--- src/rtl/pipe_ctrl_pkg.sv ---
// Shared constants for the pipeline controller: exception codes, stall
// vectors and the controller state encoding.
package pipe_ctrl_pkg;

  localparam logic [31:0] EXC_NONE    = 32'd0;
  localparam logic [31:0] EXC_ECALL   = 32'd1;
  localparam logic [31:0] EXC_EBREAK  = 32'd2;
  localparam logic [31:0] EXC_ILLEGAL = 32'd3;
  localparam logic [31:0] EXC_MRET    = 32'd4;
  localparam logic [31:0] EXC_INT     = 32'd5;

  // Stall vector bits: 0=PC, 1=IF, 2=ID, 3=EX, 4=MEM, 5=WB
  localparam logic [5:0] STALL_MEM  = 6'b011111;
  localparam logic [5:0] STALL_EX   = 6'b001111;
  localparam logic [5:0] STALL_ID   = 6'b000111;
  localparam logic [5:0] STALL_IF   = 6'b000011;
  localparam logic [5:0] STALL_NONE = 6'b000000;

  typedef enum logic {
    RUN   = 1'b0,
    FLUSH = 1'b1
  } state_t;

endpackage

--- src/rtl/pipe_ctrl_stall_watchdog.sv ---
// Counts consecutive stalled cycles (saturating at 255) and raises a sticky
// timeout flag once the count reaches 255.
module stall_watchdog (
  input  logic clk,
  input  logic rst,
  input  logic stall_active,
  output logic timeout
);

  logic [7:0] cnt;
  logic [7:0] cnt_next;

  always_comb begin
    cnt_next = '0;
    if (stall_active) begin
      cnt_next = (cnt == 8'hFF) ? cnt : cnt + 8'd1;
    end
  end

  // Flag is set on the same edge the counter reaches 255.
  always_ff @(posedge clk) begin
    if (rst) begin
      cnt     <= '0;
      timeout <= 1'b0;
    end else begin
      cnt <= cnt_next;
      if (cnt_next == 8'hFF) timeout <= 1'b1;
    end
  end

endmodule

--- src/rtl/pipe_ctrl.sv ---
// Pipeline hazard/exception controller: generates stall vector, flush and
// redirect PC, with a one-cycle FLUSH recovery state and a stall watchdog.
module pipe_ctrl
  import pipe_ctrl_pkg::*;
(
  input  logic        clk,
  input  logic        rst,
  input  logic        stallreq_if,
  input  logic        stallreq_id,
  input  logic        stallreq_ex,
  input  logic        stallreq_mem,
  input  logic [31:0] mem_excepttype,
  input  logic [31:0] mem_current_inst_addr,
  input  logic        mem_branch_flag_real,
  input  logic [31:0] mem_branch_tar_addr_real,
  input  logic [31:0] csr_mtvec,
  input  logic [31:0] csr_mepc,
  output logic [5:0]  stall,
  output logic        flush,
  output logic [31:0] new_pc,
  output logic        trap_commit,
  output logic [31:0] trap_epc,
  output logic        stall_timeout
);

  state_t state;
  state_t state_next;

  always_ff @(posedge clk) begin
    if (rst) state <= RUN;
    else     state <= state_next;
  end

  always_comb begin
    state_next = RUN;
    if (state == RUN && flush) state_next = FLUSH;
  end

  // Outputs are held at zero while rst is asserted and throughout FLUSH.
  always_comb begin
    stall       = STALL_NONE;
    flush       = 1'b0;
    new_pc      = '0;
    trap_commit = 1'b0;
    trap_epc    = '0;
    if (!rst && state == RUN) begin
      if (mem_excepttype != EXC_NONE) begin
        flush = 1'b1;
        if (mem_excepttype == EXC_MRET) begin
          new_pc = csr_mepc;
        end else begin
          new_pc      = csr_mtvec;
          trap_commit = 1'b1;
          trap_epc    = mem_current_inst_addr;
        end
      end else if (mem_branch_flag_real) begin
        flush  = 1'b1;
        new_pc = mem_branch_tar_addr_real;
      end else if (stallreq_mem) begin
        stall = STALL_MEM;
      end else if (stallreq_ex) begin
        stall = STALL_EX;
      end else if (stallreq_id) begin
        stall = STALL_ID;
      end else if (stallreq_if) begin
        stall = STALL_IF;
      end
    end
  end

  stall_watchdog u_watchdog (
    .clk          (clk),
    .rst          (rst),
    .stall_active (|stall),
    .timeout      (stall_timeout)
  );

endmodule

--- config.mk ---
export PLATFORM = sky130hd
export DESIGN_NAME = pipe_ctrl
export DESIGN_NICKNAME = d
export VERILOG_FILES = /design/src/rtl/pipe_ctrl_pkg.sv /design/src/rtl/pipe_ctrl_stall_watchdog.sv /design/src/rtl/pipe_ctrl.sv
export SDC_FILE = /design/constraint.sdc
export NUM_CORES = 1
export LEC_CHECK = 0
export CORE_AREA = 3 3 93 95
export CTS_CLUSTER_SIZE = 30
export DETAILED_ROUTE_END_ITERATION = 7
export DIE_AREA = 0 0 96 98
export PLACE_DENSITY = 0.74
export SKIP_CTS_REPAIR_TIMING = 1
export SYNTH_ARGS = -nofsm -noshare
export SYNTH_HDL_FRONTEND = slang
export SYNTH_SLANG_ARGS = --single-unit
export TNS_END_PERCENT = 30
--- constraint.sdc ---
create_clock -name clk -period 2.65 [get_ports clk]
set_clock_uncertainty 0.05 [all_clocks]
set_input_delay 0.53 -clock clk [delete_from_list [all_inputs] [get_ports clk]]
set_output_delay 0.53 -clock clk [all_outputs]
set_load 0.02 [all_outputs]
=== Yosys cells after proc, flatten, opt, wreduce, memory -nomap -nowiden ===
Index checks and enable logic that the tools add are counted.

* Add/subtract/negate cells: 1
* Muxes and demuxes: 23
* Bitwise logic cells: 1
* Equal/unequal tests: 3
* Reduce and logical (&&, ||, !) cells: 5

{| class="wikitable"
|+ Operators with widths
! cell !! count
|-
| 2-to-1 mux 32 bit || 7
|-
| == test 32 x 3 -> 1 bit (second input constant) || 1
|-
| nonzero test 32 bit || 1
|-
| 2-to-1 mux 5 bit || 4
|-
| == test 8 bit (second input constant) || 2
|-
| 2-to-1 mux 8 bit || 2
|-
| adder 8 x 1 -> 8 bit (second input constant) || 1
|-
| 2-to-1 mux 1 bit || 7
|-
| OR reduction 6 bit || 1
|-
| 2-to-1 mux 4 bit || 1
|-
| 2-to-1 mux 3 bit || 1
|-
| logical AND 1 bit || 2
|-
| 2-to-1 mux 2 bit || 1
|-
| zero test 1 bit || 1
|-
| inverter 1 bit || 1
|}

* Output and inout port bits: 73
* Input bits: 167
* Register bits after elaboration: 10

=== Logic depth before layout (Yosys ltp) ===
* Depth after elaboration: 10
* Mapped depth: 7
* Gate-level depth less buffers: 6

=== Modules after synthesis ===
A second synthesis with hierarchy kept.

* Cell total of the unflattened synthesis: 241
* Area total of the unflattened synthesis: 1704.1 µm²

{| class="wikitable"
|+ Modules (own cells, without submodules)
! module !! cells each !! area an instance (µm²) !! seq. area each (µm²) !! instances
|-
| pipe_ctrl || 181 || 1206.2 || 20.0 || 1
|-
| stall_watchdog || 60 || 498.0 || 180.2 || 1
|}

=== Least setup slack after synthesis ===
Ideal clock, no wire load.

* Kind: input to output
* From: in mem_excepttype[22]
* To: out new_pc[22]
* Stages: 7
* Data arrival time: 1872 ps
* Buffers on the path: 2
* Data required time: 2070 ps
* Slack: 198 ps
* Cell sequence: nor4_1 > nand4_1 > nor2_2 > buf_6 > buf_4 > mux2i_1 > o2bb2ai_1

* Cells in the longest elaborated chain, start to end: 4
* Elaborated cells on any way between the ends: 5
* Those cells by class: 1 x eq/ne; 3 x mux; 1 x reduce/logical

{| class="wikitable"
|+ Ends and longest elaborated chain
! what !! RTL line !! RTL
|-
| from (decl) || pipe_ctrl.sv:12 || <nowiki>input logic [31:0] mem_excepttype,</nowiki>
|-
| == test 32 x 3 -> 1 bit || pipe_ctrl.sv:49 || <nowiki>if (mem_excepttype == EXC_MRET) begin</nowiki>
|-
| 2-to-1 mux 32 bit || pipe_ctrl.sv:49 ||
|-
| 2-to-1 mux 32 bit * || pipe_ctrl.sv:47 || <nowiki>if (mem_excepttype != EXC_NONE) begin</nowiki>
|-
| 2-to-1 mux 32 bit * || pipe_ctrl.sv:46 || <nowiki>if (!rst && state == RUN) begin</nowiki>
|-
| to (decl) || pipe_ctrl.sv:20 || <nowiki>output logic [31:0] new_pc,</nowiki>
|}

Mark *: on every way between the ends. The rest lies on a longest branch, timed or not.

=== Worst setup path after layout ===
* From: in mem_excepttype[17]
* To: out new_pc[28]

The elaborated chain is that of the path after synthesis.

==> flow_metrics.tcl <==
set metrics [dict create \
    status "finished with violations" \
    violated_checks "setup timing" \
    worst_r2r_path_depth 6 \
    clk_path_buf_depth 2 \
    setup.worst_path.end_class "primary output" \
    holdPathStages 1 \
    layout-drive-gt1-share_pct 24.00 \
    vdd.ir_drop.worst_uv 112.2 \
    timing.critical_path.fanout_max 10 \
    grt_first_pass_wirelength_mm 13.80 \
    die_h_um 98 \
    synth.largest_area_cell "and2_1" \
    rsz_0062_raised_after_global_routing "true" \
    total_power_mw 0.9159 \
    synth.lib_cells_used.distinct 38 \
    holdCritStartpoint "u_watchdog.timeout" \
    syn_avg_cell_area_sq_um 7.733 \
    fin_cells 577 \
    synth_top_area_share_pct 22.57 \
    final_util_pct 63.03 \
    pwr_density_cell_nw_per_um2 186.1 \
    wl_per_cell_um 17.96 \
    globalplace.congestion 0.8438 \
    dieWidth_um 96 \
    synth_area_leaders "and2_1, mux2i_1, o2bb2ai_1" \
    synthTopCellsByCount "and2_1, mux2i_1, o2bb2ai_1" \
    floorplan.io_pins 240 \
    reg2reg_from "u_watchdog.cnt[0]" \
    r2r_setup_slack_ns 0.58 \
    placement.setup.worst_slack_ns -0.9795 \
    final_period_minus_worst_setup_slack_ns 2.767 \
    antenna-diode-count 0 \
    tritoncts_num_sinks 10 \
    fin_crit_sh_pct 104.4 \
    die_area_sq_um 9408 \
    grt_util_all_layers_pct 18.62 \
    timing.rr.end "u_watchdog.timeout" \
    finalHoldViolCount 0 \
    yosys_warnings 0 \
    yosys_reg_bits 10 \
    yosysMostFrequentCell "and2_1" \
    timing.setup.critical_path_class "in -> out" \
    cts_tree "built" \
    largest_net_degree_at_the_start_of_global_routing 34 \
    postSynth.asyncResetShare_pct 0 \
    detail_route.first_pass.iterations 4 \
    postSynthCellCount 233 \
    final.hold.worst_slack_ns 0.4224 \
    yosysSeqAreaShare_pct 11.11 \
    setup_viol 64 \
    maximum_operating_frequency_mhz 361.4 \
    holdCritPathClass "reg -> reg" \
    timing_max_transition_violations_final 0 \
    design.final.nets 644 \
    edff_count_synth 0 \
    floorplan.rows 32 \
    cts.reportedPaths.clkPinSlew_ns 0.05 \
    core_region_area_sq_um 7807 \
    place.port_buffers 238 \
    antenna_left 0 \
    grt_antenna_before_repair 0 \
    numCtsBuffers 3 \
    grt-ovfl-total 0 \
    cts_root_buffer "clkbuf_8" \
    detailed_place_hpwl_mm 8.072 \
    min_to "u_watchdog.timeout" \
    max_cap_violations 0 \
    initialDrtViolationCount 33 \
    post-route-drc-count 0 \
    synth.net_count 401 \
    cp.arrival_ns 2.19 \
    first_global_vias 2610 \
    area_growth_pct 173.1 \
    htreeDepth 1 \
    p_leak_nw 2.558 \
    vias 2726 \
    postSynth.topFlopCell "dfxtp_1" \
    clock_insertion_delay_worst_skew_ns 0.24 \
    drt_wl_total_mm 10.36 \
    timing.critical_path.required_ns 2.07 \
    vias_per_cell 4.724 \
    place.detailed.instances 567 \
    cp-start-kind "input port" \
    layout_setup_ws_ns -0.1172 \
    fill_cells 671 \
    syn_area_sq_um 1802 \
    initial_utilization_pct 23.08 \
]
## worst max path at each step
stage / to / slack, ns / start / cells after the start
after floorplan: new_pc[22] / 0.20 / mem_excepttype[22] / 7
after global placement: new_pc[28] / -1.02 / mem_excepttype[29] / 8
after detailed placement: new_pc[31] / -0.98 / mem_excepttype[29] / 8
after CTS: new_pc[31] / -0.99 / mem_excepttype[29] / 8
after global routing: new_pc[14] / -0.26 / mem_excepttype[17] / 9
final: new_pc[28] / -0.12 / mem_excepttype[17] / 9
## registers in the layout (all words and copies together) (netlist names)
signal and cells:
u_watchdog.cnt 8, u_watchdog.timeout 1, state 1
## metrics by stage
| stage | TNS [ns] | area [sq um] |
|---|---|---|
| 6_report | -3.425 | 4921 |
| 3_5_place_dp | -60.24 | 4335 |
| 3_3_place_gp | -61.16 | 4335 |
| 4_1_cts | -60.83 | 4390 |
| 5_1_grt | -12.73 | 4921 |
| 2_1_floorplan | 0 | 1802 |
## critical path, stage by stage
cell       delay, ns
clkbuf_2        0.09
nor4_2          0.29
nand4_1         0.23
nor2_4          0.18
buf_4           0.18
buf_12          0.16
mux2i_2         0.26
o2bb2ai_2       0.10
buf_4           0.16
## logic make-up after synthesis
| family | after synthesis | share of synthesized area (%) |
|---|---|---|
| AO/OA/AOI/OAI | 46 | 21.04 |
| adder cells (fa/ha/maj) | 1 | 0.6943 |
| AND/OR/NAND/NOR | 112 | 37.71 |
| multiplexers | 34 | 19.17 |
| flip-flops | 10 | 11.11 |
| XOR/XNOR | 2 | 0.9724 |
| buffers and inverters | 27 | 9.096 |
| other | 1 | 0.2081 |
## metal layers
| metal | routed length (um) | track usage, % | vias to the layer above |
|---|---|---|---|
| met5 | 0 | 0 | - |
| met4 | 345 | 4.814 | 0 |
| met3 | 842 | 5.932 | 28 |
| met2 | 5431 | 33.67 | 124 |
| met1 | 3742 | 20.53 | 1248 |
| li1 | - | - | 1326 |
## layout make-up
class	count	area [sq um]	area share, %
Multi-Input combinational cell	196	1775	36.08
Tap cell	102	127.6	2.593
Clock buffer	4	55.05	1.119
Timing Repair Buffer	261	2748	55.84
Inverter	4	15.01	0.3051
Sequential cell	10	200.2	4.068
## power by group
group | leakage (nW) | switching, mW | total (mW) | internal [mW]
clock | 0.0288 | 0.0636 | 0.195 | 0.131
combinational | 2.45 | 0.219 | 0.569 | 0.350
sequential | 0.0808 | 0.000643 | 0.152 | 0.152
total | 2.56 | 0.283 | 0.916 | 0.633
## placed cells by master (no fill, tap or decap), types with 5 or more instances in the layout
cell type / Yosys / layout
nor2_1: 11 / 10
buf_12: 0 / 5
clkbuf_2: 1 / 8
clkdlybuf4s50_1: 0 / 135
dlymetal6s2s_1: 0 / 61
mux2i_2: 0 / 5
nor4_2: 0 / 5
buf_4: 4 / 34
buf_6: 6 / 14
dfxtp_1: 10 / 10
and2_1: 65 / 65
mux2i_1: 33 / 24
o2bb2ai_2: 0 / 14
nand3_1: 6 / 6
o2bb2ai_1: 32 / 14
(Power assumes the default switching activity.)
